<file path="config.mk">
export PLATFORM = sky130hd
export DESIGN_NAME = clock_edge_monitor
export DESIGN_NICKNAME = d
export VERILOG_FILES = /design/src/rtl/clock_edge_monitor.sv
export SDC_FILE = /design/constraint.sdc
export NUM_CORES = 1
export LEC_CHECK = 0
export ABC_AREA = 1
export BUFFER_PORTS_ARGS = -buffer_cell sky130_fd_sc_hd__buf_2
export CAP_MARGIN = 15
export CELL_PAD_IN_SITES_DETAIL_PLACEMENT = 0
export CELL_PAD_IN_SITES_GLOBAL_PLACEMENT = 2
export CORE_ASPECT_RATIO = 0.9
export CORE_MARGIN = 1
export CORE_UTILIZATION = 37
export DETAILED_ROUTE_END_ITERATION = 8
export PLACE_DENSITY_LB_ADDON = 0.25
export SYNTH_ARGS = -nofsm -noshare
export SYNTH_HDL_FRONTEND = slang
export SYNTH_SLANG_ARGS = --single-unit
export TNS_END_PERCENT = 30
</file>
<file path="constraint.sdc">
create_clock -name clk_in -period 5.55 [get_ports clk_in]
set_input_delay 0.8325 -clock clk_in [delete_from_list [all_inputs] [get_ports clk_in]]
set_output_delay 0.8325 -clock clk_in [all_outputs]
set_load 0.1 [all_outputs]
</file>
<file path="src/rtl/clock_edge_monitor.sv">
// Samples a slow clock into clk_in, emits edge strobes,
// measures period/high time and tracks period lock.
//
// Ports:
//   clk_in        system clock (only clock)
//   rst_n         async active-low reset
//   slow_clk      asynchronous slow clock input
//   slow_clk_sync synchronized slow_clk level
//   slow_rising   1-cycle strobe, synced rising edge
//   slow_falling  1-cycle strobe, synced falling edge
//   period        last rise-to-rise distance
//   high_time     last rise-to-fall distance
//   period_valid  1-cycle pulse when period updates
//   locked        period stable within Tolerance
//   timeout       no rising edge for 2^CountWidth-1 cycles
module clock_edge_monitor #(
  parameter int CountWidth = 16,
  parameter int SyncStages = 2,
  parameter int LockCount  = 4,
  parameter int Tolerance  = 1
) (
  input  logic                  clk_in,
  input  logic                  rst_n,
  input  logic                  slow_clk,
  output logic                  slow_clk_sync,
  output logic                  slow_rising,
  output logic                  slow_falling,
  output logic [CountWidth-1:0] period,
  output logic [CountWidth-1:0] high_time,
  output logic                  period_valid,
  output logic                  locked,
  output logic                  timeout
);

  localparam int McntW = $clog2(LockCount + 1);

  localparam logic [CountWidth-1:0] CntMax = '1;
  localparam logic [CountWidth-1:0] CntOne =
    CountWidth'(1);
  localparam logic [CountWidth:0] TolV =
    (CountWidth + 1)'(Tolerance);
  localparam logic [CountWidth:0] DiffOne =
    (CountWidth + 1)'(1);
  localparam logic [McntW-1:0] LockTgt =
    McntW'(LockCount);
  localparam logic [McntW-1:0] McntOne =
    McntW'(1);

  typedef enum logic [1:0] {
    IDLE,
    FIRST,
    ACQUIRE,
    LOCKED
  } state_t;

  logic [SyncStages-1:0] sync_q;
  logic                  hist_q;
  logic                  sync_last;
  logic                  rise_d;
  logic                  fall_d;

  logic [CountWidth-1:0] cnt_q;
  logic                  cnt_sat;
  logic                  sat_hit;
  logic                  seen_q;

  logic [CountWidth:0]   diff;
  logic [CountWidth:0]   adiff;
  logic                  match;

  state_t                state_q;
  state_t                state_d;
  logic [McntW-1:0]      mcnt_q;
  logic [McntW-1:0]      mcnt_d;
  logic [McntW-1:0]      mcnt_inc;
  logic                  load;

  logic                  locked_d;
  logic                  timeout_d;
  logic                  high_ld;

  // hist_q is both the edge-detect history and
  // the synchronized level, so they stay aligned
  assign sync_last     = sync_q[SyncStages-1];
  assign rise_d        = sync_last & ~hist_q;
  assign fall_d        = ~sync_last & hist_q;
  assign slow_clk_sync = hist_q;

  always_ff @(posedge clk_in or negedge rst_n) begin
    if (!rst_n) begin
      sync_q <= '0;
      hist_q <= 1'b0;
    end else begin
      sync_q <= {sync_q[SyncStages-2:0], slow_clk};
      hist_q <= sync_last;
    end
  end

  // Restart at 1 so the value seen at the next
  // rise equals the rise-to-rise distance
  assign cnt_sat = (cnt_q == CntMax);
  assign sat_hit = cnt_sat & ~rise_d;

  always_ff @(posedge clk_in or negedge rst_n) begin
    if (!rst_n) begin
      cnt_q  <= '0;
      seen_q <= 1'b0;
    end else begin
      if (rise_d) begin
        cnt_q <= CntOne;
      end else if (!cnt_sat) begin
        cnt_q <= cnt_q + CntOne;
      end
      if (rise_d) begin
        seen_q <= 1'b1;
      end else if (sat_hit) begin
        seen_q <= 1'b0;
      end
    end
  end

  // One extra bit keeps the signed difference exact
  always_comb begin
    diff  = {1'b0, cnt_q} - {1'b0, period};
    adiff = diff[CountWidth] ? (~diff + DiffOne)
                             : diff;
    match = (adiff <= TolV);
  end

  assign mcnt_inc = mcnt_q + McntOne;

  always_ff @(posedge clk_in or negedge rst_n) begin
    if (!rst_n) begin
      state_q <= IDLE;
      mcnt_q  <= '0;
    end else begin
      state_q <= state_d;
      mcnt_q  <= mcnt_d;
    end
  end

  always_comb begin
    state_d = state_q;
    mcnt_d  = mcnt_q;
    load    = 1'b0;
    if (rise_d) begin
      unique case (state_q)
        IDLE: begin
          state_d = FIRST;
        end
        FIRST: begin
          state_d = ACQUIRE;
          mcnt_d  = '0;
          load    = 1'b1;
        end
        ACQUIRE: begin
          load = 1'b1;
          if (match) begin
            mcnt_d = mcnt_inc;
            if (mcnt_inc == LockTgt) begin
              state_d = LOCKED;
            end
          end else begin
            mcnt_d = '0;
          end
        end
        LOCKED: begin
          load = 1'b1;
          if (!match) begin
            state_d = ACQUIRE;
            mcnt_d  = '0;
          end
        end
        default: begin
          state_d = IDLE;
          mcnt_d  = '0;
        end
      endcase
    end else if (sat_hit) begin
      state_d = IDLE;
      mcnt_d  = '0;
    end
  end

  always_comb begin
    locked_d  = (state_d == LOCKED);
    timeout_d = timeout;
    if (rise_d) begin
      timeout_d = 1'b0;
    end else if (sat_hit) begin
      timeout_d = 1'b1;
    end
    high_ld = fall_d & seen_q;
  end

  always_ff @(posedge clk_in or negedge rst_n) begin
    if (!rst_n) begin
      slow_rising  <= 1'b0;
      slow_falling <= 1'b0;
      period       <= '0;
      high_time    <= '0;
      period_valid <= 1'b0;
      locked       <= 1'b0;
      timeout      <= 1'b0;
    end else begin
      slow_rising  <= rise_d;
      slow_falling <= fall_d;
      period_valid <= load;
      locked       <= locked_d;
      timeout      <= timeout_d;
      if (load) begin
        period <= cnt_q;
      end
      if (high_ld) begin
        high_time <= cnt_q;
      end
    end
  end

endmodule

</file>
==> results_dict.tcl <==
set metrics [dict create \
    outcome "finished clean" \
    die-area_mm2 0.0126 \
    cap_violations 0 \
    synthesis.nets 675 \
    path_buf_inv 2 \
    crit_path_max_fanout 6 \
    ctsHtreeMaxLevel 3 \
    synth-seq-cells 62 \
    hold_start "sync_q[0]" \
    grt_pass1_vias 4034 \
    viasPerCell 4.84 \
    die_height_um 106 \
    grt_pass1_wl_um 19200 \
    dp_hpwl_um 8760 \
    tightest_slew_ns 0.999 \
    grt_overflow_total 0 \
    skew_ns 0.00799 \
    post_cts_resized 0 \
    cp_cell_sequence "inv_1 > ha_1 > fa_1 > ha_1 > inv_1 > nor2_2 > nand3_2 > nor2_2 > nand2_1 > nor2_2 > nand2_1 > nor2_2 > nand2_2 > nand2_2 > nand2_1 > nand2_1 > nand3_2 > o21ai_2 > nand2_2 > nand2_4 > nand2_1 > o21ai_2" \
    hold_viol 0 \
    multi_input_area_mm2 0.00248 \
    stdcell_area_mm2 0.00517 \
    drv_slew 0 \
    cts_tree "built" \
    fin_crit_sh_pct 57.8 \
    syn_area_mm2 0.00449 \
    dr.pass1.iters 6 \
    gp_congestion 0.803 \
    path_class "register to register" \
    crit_start "cnt_q[0]" \
    initial_utilization_pct 38.6 \
    hold_class "register to register" \
    post_cts_buffers 0 \
    cp_slowest_stage_delay_ns 0.56 \
    synthDistinctLibCells 36 \
    root_buffer "clkbuf_16" \
    fmax_mhz 312 \
    dpl_cell_area_mm2 0.00482 \
    antenna_found_initial 0 \
    clock_sinks 62 \
    postRouteAntennaNets 0 \
    clk_pin_slew_ns 0.06 \
    grtUsageTotal_pct 19.1 \
    synthToLayoutAreaGrowth_pct 15.1 \
    area.sequential_mm2 0.00155 \
    cts_hold_buffers 0 \
    end_kind "register" \
    crit_family "simple AND/OR/NAND/NOR gates" \
    rsz0062_at_grt "no" \
    min_period_ns 3.21 \
    dieWidth_um 118 \
    grt_max_degree 63 \
    relSlewSlack_pct 33.2 \
    r2r-start "cnt_q[0]" \
    drc_errors 0 \
    critPathArrivalTime_ns 3.47 \
    ios 41 \
    critPathSlowestCell "fa_1" \
    nFillCells 1223 \
    vias 4112 \
    synthCells 647 \
    core_mm2 0.0116 \
    worstPathRequired_ns 5.81 \
    wl_um 11100 \
    ys.warnings.count 0 \
    diodes 0 \
    tns_ns 0 \
    cp_common_cell "nand2_1" \
    wire_per_inst_um 13.0 \
    worst_skew_pair.late_latency_ns 0.32 \
    drive_gt1_share_pct 17.7 \
    nets 716 \
    drtIter0Drc 258 \
    syn_area_per_cell_um2 6.93 \
    setup_viol 0 \
    clock_path_buffers 2 \
    cts_buffers 9 \
    port-buffer-count 40 \
    rows 37 \
    synth-seq-area-share_pct 34.6 \
    worst_setup_path_start_kind "register" \
]
==> state kept, by name, summed over array words and instances (netlist names) <==
| name | flops |
|---|---|
| slow_clk_sync | 1 |
| slow_rising | 1 |
| period | 16 |
| cnt_q | 16 |
| mcnt_q | 3 |
| sync_q | 2 |
| state_q | 2 |
| locked | 1 |
| timeout | 1 |
| seen_q | 1 |
| slow_falling | 1 |
| high_time | 16 |
| period_valid | 1 |
==> Yosys cell counts (all sizes together) <==
cell / count / share of area (%)
a211oi: 4 / 0.67
a21oi: 26 / 3.2
a221oi: 1 / 0.20
a31oi: 1 / 0.14
and2: 1 / 0.14
and3: 1 / 0.14
buf: 4 / 0.86
clkbuf: 8 / 0.67
dfrtp: 62 / 35
fa: 1 / 0.45
ha: 24 / 6.7
inv: 102 / 8.6
mux2: 2 / 0.50
nand2: 218 / 21
nand3: 72 / 8.9
nand4: 8 / 1.1
nor2: 50 / 4.7
nor3: 9 / 1.2
nor4: 1 / 0.14
o211a: 1 / 0.22
o21a: 1 / 0.17
o21ai: 45 / 5.2
o21bai: 2 / 0.33
o22ai: 1 / 0.14
xor2: 2 / 0.39
==> kinds of logic (layout without fill, tap and decap cells) <==
group	after synthesis	in the layout	share of synthesized area, %
AND/OR/NAND/NOR	360	360	37.1
buffers and inverters	114	160	10.1
AO/OA/AOI/OAI	82	82	10.2
flip-flops	62	62	34.6
adder cells (fa/ha/maj)	25	25	7.14
XOR/XNOR	2	2	0.390
multiplexers	2	2	0.502
==> per-layer routing <==
layer / vias up / GRT usage (%) / share of wire, %
met2: 84 / 31.7 / 44
met1: 1862 / 25.7 / 51
li1: 2152 / - / -
met5: - / 0 / 0
met4: 0 / 4.76 / 1.3
met3: 14 / 3.17 / 3.8
==> area by class of cell <==
class / instances / area share (%)
Sequential cell: 62 / 30.0
Multi-Input combinational cell: 471 / 48.1
Timing Repair Buffer: 42 / 4.55
Tap cell: 156 / 3.78
Clock buffer: 10 / 4.43
Inverter: 102 / 7.46
Clock inverter: 6 / 1.67
==> worst paths after layout <==
kind	end	slack (ns)	cells past startpoint
min reg2reg	sync_q[1]	0.36	0
min in group asynchronous	high_time[2]	0.66	2
max in group asynchronous	period[15]	4.34	2
max	mcnt_q[2]	2.34	22
max reg2reg	mcnt_q[2]	2.34	22
min	sync_q[1]	0.36	0
==> layout by cell type, fill, tap and decap left out, types with 2 or more instances in the layout <==
master	netlist	final
nand3_2	5	5
bufinv_16	0	2
xor2_1	2	2
inv_2	7	7
nand2_2	26	26
ha_1	24	24
a211oi_1	4	4
nand3_1	66	66
mux2_2	2	2
nor2_2	10	11
nor3_1	7	7
o21ai_0	43	43
nor2_1	40	39
buf_2	1	40
nor3_2	2	2
nand4_1	8	8
clkinv_2	0	2
nand2_1	186	186
a21oi_1	23	23
dfrtp_1	62	62
o21bai_1	2	2
clkbuf_16	0	9
o21ai_2	2	2
inv_1	94	94
nand2_4	6	6
a21oi_2	3	3
==> stage by stage <==
step	setup WS [ns]	util, %	hold slack, ns	instances
after floorplan	2.19	-	0.331	647
after global placement	2.35	41.5	0.342	832
after detailed placement	2.32	41.5	0.351	832
after CTS	2.31	44.2	0.361	848
after global routing	1.97	44.5	0.360	849
final	2.34	44.5	0.355	849
Power is not shown: default switching activity piles up to over one toggle a cycle in this logic, so the estimate is an artifact.
